===== src/rtl/pipe_ctrl_pkg.sv =====
// Shared definitions for the 5-stage pipeline hazard controller.
//   - ctrl_state_e : sequencing FSM states (INIT, RUN, DRAIN, HALTED)
//   - bit positions of the instruction fields decoded in ID
//   - LAT_DEFAULT  : default issue-to-readable latency in cycles
package pipe_ctrl_pkg;

  typedef enum logic [1:0] {
    INIT   = 2'd0,
    RUN    = 2'd1,
    DRAIN  = 2'd2,
    HALTED = 2'd3
  } ctrl_state_e;

  localparam int unsigned WMEM_BIT   = 31;
  localparam int unsigned WREG_BIT   = 30;
  localparam int unsigned R1_MSB     = 29;
  localparam int unsigned R1_LSB     = 25;
  localparam int unsigned R2_MSB     = 24;
  localparam int unsigned R2_LSB     = 20;
  localparam int unsigned WR_MSB     = 19;
  localparam int unsigned WR_LSB     = 15;
  localparam int unsigned ALUSRC_BIT = 10;
  localparam int unsigned BRANCH_BIT = 9;

  localparam int unsigned LAT_DEFAULT = 3;

endpackage


===== src/rtl/hazard_scoreboard.sv =====
// Per-register scoreboard of in-flight writes.
// Each register has a down-counter loaded with LAT when a writer issues and
// decremented every cycle until zero; a register is readable when its
// counter is zero (or one, when the register file forwards WB writes).
// Ports:
//   clk_i, rst_ni       clock, synchronous active-low reset (clears all entries)
//   set_en_i            a register-writing instruction issues this cycle
//   set_addr_i          destination register of that instruction
//   rd_addr1_i/2_i      source registers being checked in ID
//   ready1_o/ready2_o   corresponding source is readable this cycle
//   busy_o              at least one entry is nonzero
module hazard_scoreboard
  import pipe_ctrl_pkg::*;
#(
  parameter int unsigned NREG      = 32,
  parameter int unsigned AW        = 5,
  parameter int unsigned LAT       = LAT_DEFAULT,
  parameter int unsigned WB_BYPASS = 0
) (
  input  logic          clk_i,
  input  logic          rst_ni,
  input  logic          set_en_i,
  input  logic [AW-1:0] set_addr_i,
  input  logic [AW-1:0] rd_addr1_i,
  input  logic [AW-1:0] rd_addr2_i,
  output logic          ready1_o,
  output logic          ready2_o,
  output logic          busy_o
);

  localparam int unsigned CW = (LAT < 1) ? 1 : $clog2(LAT + 1);
  localparam logic [CW-1:0] LAT_V = CW'(LAT);
  localparam logic [CW-1:0] ONE_V = CW'(1);

  logic [CW-1:0] pend_q [NREG];
  logic [CW-1:0] pend_d [NREG];
  logic [CW-1:0] pend1;
  logic [CW-1:0] pend2;

  // A new issue overwrites whatever is pending for that register.
  always_comb begin
    for (int unsigned i = 0; i < NREG; i++) begin
      pend_d[i] = pend_q[i];
      if (set_en_i && (32'(set_addr_i) == i)) begin
        pend_d[i] = LAT_V;
      end else if (pend_q[i] != '0) begin
        pend_d[i] = pend_q[i] - ONE_V;
      end
    end
  end

  always_ff @(posedge clk_i) begin
    if (!rst_ni) begin
      for (int unsigned i = 0; i < NREG; i++) begin
        pend_q[i] <= '0;
      end
    end else begin
      pend_q <= pend_d;
    end
  end

  // Read muxes written as a compare loop so addresses beyond NREG read as idle.
  always_comb begin
    pend1  = '0;
    pend2  = '0;
    busy_o = 1'b0;
    for (int unsigned i = 0; i < NREG; i++) begin
      if (32'(rd_addr1_i) == i) pend1 = pend_q[i];
      if (32'(rd_addr2_i) == i) pend2 = pend_q[i];
      if (pend_q[i] != '0) busy_o = 1'b1;
    end
  end

  // With WB forwarding, the value is usable in the cycle its write lands.
  always_comb begin
    ready1_o = (pend1 == '0) || ((WB_BYPASS != 0) && (pend1 == ONE_V));
    ready2_o = (pend2 == '0) || ((WB_BYPASS != 0) && (pend2 == ONE_V));
  end

endmodule


===== src/rtl/pipe_hazard_ctrl.sv =====
// Pipeline sequencing controller for the IF/ID/EX/MEM/WB core.
// Stalls ID on read-after-write hazards using a per-register scoreboard,
// flushes IF/ID for taken branches resolved in ID, and sequences a
// halt/drain request.
// Ports:
//   clk, rst        clock, synchronous active-low reset
//   id_inst         instruction held in IF/ID
//   id_valid        IF/ID holds a real instruction
//   pcsrc           branch taken for id_inst
//   halt_req        level request to stop issue and drain
//   pc_we, ifid_we  PC / IF/ID may advance
//   ifid_flush      IF/ID loads a bubble at the next edge
//   idex_bubble     ID/EX loads a bubble
//   halted          pipeline drained and stopped
//   busy            scoreboard holds in-flight writes
// Optional (macro PIPE_HAZARD_PERF_CNT_EN):
//   stall_cycles    saturating count of RUN cycles stalled on a hazard
//   flush_count     saturating count of IF/ID flush cycles
module pipe_hazard_ctrl
  import pipe_ctrl_pkg::*;
#(
  parameter int unsigned NREG      = 32,
  parameter int unsigned AW        = 5,
  parameter int unsigned LAT       = LAT_DEFAULT,
  parameter int unsigned WB_BYPASS = 0
) (
  input  logic        clk,
  input  logic        rst,
  input  logic [31:0] id_inst,
  input  logic        id_valid,
  input  logic        pcsrc,
  input  logic        halt_req,
  output logic        pc_we,
  output logic        ifid_we,
  output logic        ifid_flush,
  output logic        idex_bubble,
  output logic        halted,
  output logic        busy
`ifdef PIPE_HAZARD_PERF_CNT_EN
  ,
  output logic [31:0] stall_cycles,
  output logic [31:0] flush_count
`endif
);

  ctrl_state_e   state_q;
  ctrl_state_e   state_d;

  logic          wmem;
  logic          wreg;
  logic          alusrc;
  logic          branch;
  logic [AW-1:0] reg1;
  logic [AW-1:0] reg2;
  logic [AW-1:0] wreg1;
  logic          uses_r1;
  logic          uses_r2;
  logic          ready1;
  logic          ready2;
  logic          sb_busy;
  logic          raw;
  logic          issue;
  logic          hold;
  logic          unused_inst_bits;

  always_comb begin
    wmem    = id_inst[WMEM_BIT];
    wreg    = id_inst[WREG_BIT];
    alusrc  = id_inst[ALUSRC_BIT];
    branch  = id_inst[BRANCH_BIT];
    reg1    = AW'(id_inst[R1_MSB:R1_LSB]);
    reg2    = AW'(id_inst[R2_MSB:R2_LSB]);
    wreg1   = AW'(id_inst[WR_MSB:WR_LSB]);
    uses_r1 = 1'b1;
    // Branches compare both operands and stores need the data register,
    // even when the ALU takes an immediate.
    uses_r2 = ~alusrc | branch | wmem;
  end

  assign unused_inst_bits = ^{id_inst[14:11], id_inst[8:0]};

  hazard_scoreboard #(
    .NREG      (NREG),
    .AW        (AW),
    .LAT       (LAT),
    .WB_BYPASS (WB_BYPASS)
  ) u_scoreboard (
    .clk_i      (clk),
    .rst_ni     (rst),
    .set_en_i   (issue & wreg),
    .set_addr_i (wreg1),
    .rd_addr1_i (reg1),
    .rd_addr2_i (reg2),
    .ready1_o   (ready1),
    .ready2_o   (ready2),
    .busy_o     (sb_busy)
  );

  always_comb begin
    raw   = id_valid & ((uses_r1 & ~ready1) | (uses_r2 & ~ready2));
    issue = (state_q == RUN) & ~halt_req & id_valid & ~raw;
    hold  = (state_q != RUN) | halt_req | raw;
  end

  always_ff @(posedge clk) begin
    if (!rst) begin
      state_q <= INIT;
    end else begin
      state_q <= state_d;
    end
  end

  always_comb begin
    state_d = state_q;
    unique case (state_q)
      INIT:    state_d = RUN;
      RUN:     if (halt_req) state_d = DRAIN;
      DRAIN: begin
        if (!halt_req)     state_d = RUN;
        else if (!sb_busy) state_d = HALTED;
      end
      HALTED:  if (!halt_req) state_d = RUN;
      default: state_d = INIT;
    endcase
  end

  always_comb begin
    pc_we       = 1'b0;
    ifid_we     = 1'b0;
    idex_bubble = 1'b1;
    if (!hold) begin
      pc_we       = 1'b1;
      ifid_we     = 1'b1;
      idex_bubble = ~id_valid;
    end
    // pcsrc only matters for a branch that actually leaves ID this cycle.
    ifid_flush = issue & branch & pcsrc;
    halted     = (state_q == HALTED);
    busy       = sb_busy;
  end

`ifdef PIPE_HAZARD_PERF_CNT_EN
  logic [31:0] stall_cycles_q;
  logic [31:0] flush_count_q;

  always_ff @(posedge clk) begin
    if (!rst) begin
      stall_cycles_q <= '0;
      flush_count_q  <= '0;
    end else begin
      if ((state_q == RUN) && raw && (stall_cycles_q != '1)) begin
        stall_cycles_q <= stall_cycles_q + 32'd1;
      end
      if (ifid_flush && (flush_count_q != '1)) begin
        flush_count_q <= flush_count_q + 32'd1;
      end
    end
  end

  assign stall_cycles = stall_cycles_q;
  assign flush_count  = flush_count_q;
`endif

endmodule


===== config.mk =====
export PLATFORM = sky130hd
export DESIGN_NAME = pipe_hazard_ctrl
export DESIGN_NICKNAME = d
export VERILOG_FILES = /design/src/rtl/pipe_ctrl_pkg.sv /design/src/rtl/hazard_scoreboard.sv /design/src/rtl/pipe_hazard_ctrl.sv
export SDC_FILE = /design/constraint.sdc
export NUM_CORES = 1
export LEC_CHECK = 0
export ABC_AREA = 0
export CAP_MARGIN = 20
export CELL_PAD_IN_SITES_DETAIL_PLACEMENT = 1
export CELL_PAD_IN_SITES_GLOBAL_PLACEMENT = 2
export CORE_UTILIZATION = 32
export CTS_CLUSTER_DIAMETER = 80
export DETAILED_ROUTE_END_ITERATION = 16
export PLACE_DENSITY = 0.8
export SLEW_MARGIN = 25
export SYNTH_ARGS = -nofsm -noshare
export SYNTH_HDL_FRONTEND = slang
export SYNTH_HIERARCHICAL = 1
export SYNTH_SLANG_ARGS = --single-unit

===== constraint.sdc =====
create_clock -name clk -period 2.6 [get_ports clk]
set_input_delay 0.39 -clock clk [delete_from_list [all_inputs] [get_ports clk]]
set_output_delay 0.39 -clock clk [all_outputs]
set_load 0.03 [all_outputs]

==> results.tsv <==
metric	value	unit
post-route minimum period	3040	ps
Crit. Startpoint	id_inst[23]	
Core Util, Final	49.2	%
met3 Usage GRT	4.09	%
f_max	328	MHz
Yosys cell types	72	
Synth Instances	632	
layout cells sized above 1	40.4	%
ANT cells	0	
busiest grt layer	met2	
Routed WL	22000	um
fin nets	872	
Worst R2R Path Depth	14	
Hold Slack	466	ps
combinational fraction of design power	58.6	%
DIE HEIGHT	130	um
worst setup margin	-444	ps
post-synthesis sequential area ratio	25.3	%
fill count	1871	
Worst EP required	2210	ps
drt wl/cell	21.5	um
initial cell density of the core	32.8	%
initial antenna violation count	0	
failing checks	setup timing	
drt via density	5.45	
asr flop ratio synth	0	%
die area	16800	um^2
critical path type	primary input to output pin	
clk_lat worst skew	350	ps
startpoint types	primary input	
1st-pass router iterations	5	
Rows	46	
I/O Buffers	29	
Sw Share	41.3	%
Root Buffer	clkbuf_16	
Core Area	15900	um^2
largest net degree at the start of global routing	26	
remaining global-route overflow	0	
FF-to-FF Start	u_scoreboard/pend_q[35]	
IO Count	43	
CTS tree	built	
DRC viols	0	
register clock-pin slew on the reported worst setup and hold paths	60	ps
Overall Global Routing Usage	26.7	%
sequential power share	24.9	%
Hold WC Path Type	primary input to flop	
DR vias	5567	
number of global-route vias before repair	5702	
number of CTS-inserted buffers	9	
Yosys reg bits	66	
fin crit share	117	%
RSZ-0062 raised after global routing	yes	
Final Setup Violations	68	
H-tree depth	3	
P_int	4.52	mW
Syn Nets	704	
crit-path max FO	8	
Post-synth EDFFs	0	
First DRT Iteration DRCs	349	
Slew @ Worst Pin	747	ps
crit end category	output pin	
CTS Hold Bufs	0	
Synth Cell Area	5220	um^2
highest ir drop seen on vdd	0.542	mV
Final Hold Violating Endpoints	0	
RePlAce Congestion	0.935	
WP data arrival	2650	ps
outcome	complete, but fails checks	
reg2reg end	u_scoreboard/pend_q[7]	
Clock Sinks	66	
Reg2Reg Setup Slack	-380	ps
first-pass GRT wire length	32500	um
worst setup path end	ifid_flush	
Max Buffers Root-to-Sink	2	
max-slew violations	0	
clock skew	7.70	ps
DIE WIDTH	130	um
P&R area growth vs syn	50.0	%
Mean Syn Cell Area	8.25	um^2
met2 Usage GRT	45.3	%
Slew HR	50.0	%
clock power share	16.5	%
HPWL Detailed	17000	um
Synth Flop Type	dfxtp_1	
power per cell area	985	nW/um^2
met1 Usage GRT	33.8	%
max cap viols	0	
Pleak	3.36	nW
Net Switching	3.18	mW
Synth Warn #	6	
final antenna-violating net count	0	
[kinds of logic (layout without fill, tap and decap cells)]
group	after synthesis	count (layout)	share of synthesized area, %
buf+inv	101	274	8.37
xor+xnor	32	32	5.37
compound gates	190	190	26.4
mux	44	44	9.84
flops	66	66	25.3
fa+ha+maj	35	35	8.40
simple gates	164	164	16.3
[cells in the mapped netlist (10+ instances only)]
| master | count | share of area [%] |
|---|---|---|
| inv_1 | 69 | 5.0 |
| dfxtp_1 | 66 | 25 |
| a21boi_0 | 54 | 7.8 |
| nand2_1 | 44 | 3.2 |
| ha_1 | 35 | 8.4 |
| nor2_1 | 32 | 2.3 |
| mux2_2 | 28 | 6.0 |
| xor2_1 | 26 | 4.4 |
| o21ai_0 | 25 | 2.4 |
| nor2b_1 | 17 | 2.0 |
| a21oi_1 | 15 | 1.4 |
| o21a_1 | 14 | 2.0 |
| mux2i_1 | 13 | 2.5 |
| nor3_1 | 12 | 1.2 |
| clkbuf_1 | 11 | 0.79 |
| nand2b_1 | 11 | 1.3 |
| nand3_1 | 11 | 1.1 |
| a31oi_1 | 10 | 1.2 |
[metal layers]
layer	vias up	share of wire, %
met1	2768	43
met4	0	2.8
met5	-	0
li1	2617	-
met2	146	50
met3	36	5.2
[flip-flops by register name (all words and copies together), names as in the netlist]
| register | flops |
|---|---|
| state_q | 2 |
| u_scoreboard/pend_q | 64 |
[power by group through the flow]
stage	Sequential, mW	Combinational, mW	Clock, mW
global route	1.95	4.90	1.32
global placement	1.88	3.79	0
CTS	1.90	4.28	1.28
floorplan	1.75	2.45	0
detailed placement	1.90	4.08	0
finish	1.92	4.52	1.27
[final cells by class]
type | count | area, um^2 | share of cell area, %
Multi-Input combinational cell | 465 | 4030 | 51.5
Clock buffer | 11 | 243 | 3.10
Tap cell | 216 | 270 | 3.46
Clock inverter | 5 | 53.8 | 0.688
Inverter | 71 | 268 | 3.42
Sequential cell | 66 | 1320 | 16.9
Timing Repair Buffer | 187 | 1630 | 20.9
[metrics by stage]
| step | setup slack, ps | setup TNS, ps | instance area (um^2) | instances | power, mW |
|---|---|---|---|---|---|
| 3_3_place_gp | -1020 | -62840 | 6720 | 990 | 5.68 |
| 5_1_grt | -523 | -27570 | 7820 | 1021 | 8.18 |
| 6_report | -444 | -19310 | 7820 | 1021 | 7.70 |
| 3_5_place_dp | -1090 | -65750 | 6720 | 990 | 5.98 |
| 4_1_cts | -397 | -14800 | 7470 | 1016 | 7.46 |
| 2_1_floorplan | -164 | -3560 | 5250 | 632 | 4.21 |
[how the worst min path moves through the flow]
stage / start / to / slack, ps / depth (start not counted)
after CTS: rst / u_scoreboard/pend_q[17] / 460 / 2
final: rst / u_scoreboard/pend_q[17] / 470 / 2
after global placement: state_q[0] / state_q[0] / 500 / 2
after floorplan: state_q[0] / state_q[0] / 480 / 2
after global routing: rst / u_scoreboard/pend_q[17] / 480 / 2
after detailed placement: state_q[0] / state_q[0] / 540 / 2
[cell usage in the layout (no fill, tap or decap), drive strengths merged, types with 7 or more instances in the layout]
cell type and n:
nand2b 12, clkdlybuf4s50 13, buf 165, mux2 28, o21ai 25, clkbuf 11, and3 9, mux2i 13
a21oi 15, nand4 9, nand2 44, o21a 14, a22oi 8, xor2 26, nor2b 18, o211ai 7
a31oi 10, dfxtp 66, ha 35, a211oi 10, nor3 12, a21boi 54, nor2 32, nand3 11
inv 70
[what timing repair did]
action	CTS	global route
hold endpoints to repair	0	0
resized for setup	161	78
setup buffers	8	5
endpoints found under the setup margin	69	69
pin swaps	37	31
gates cloned	2	0
[critical path, cell delays in order]
cell             delay (ps)
clkdlybuf4s15_1         190
buf_6                   140
and2b_2                 240
a2bb2oi_1               240
o221ai_1                160
o21ai_0                 140
a211oi_2                 70
o31ai_2                 280
a22oi_2                  80
buf_6                   140
o2111ai_4               230
buf_6                   160
nor2_4                   40
buf_6                   130
(Power assumes the default switching activity.)
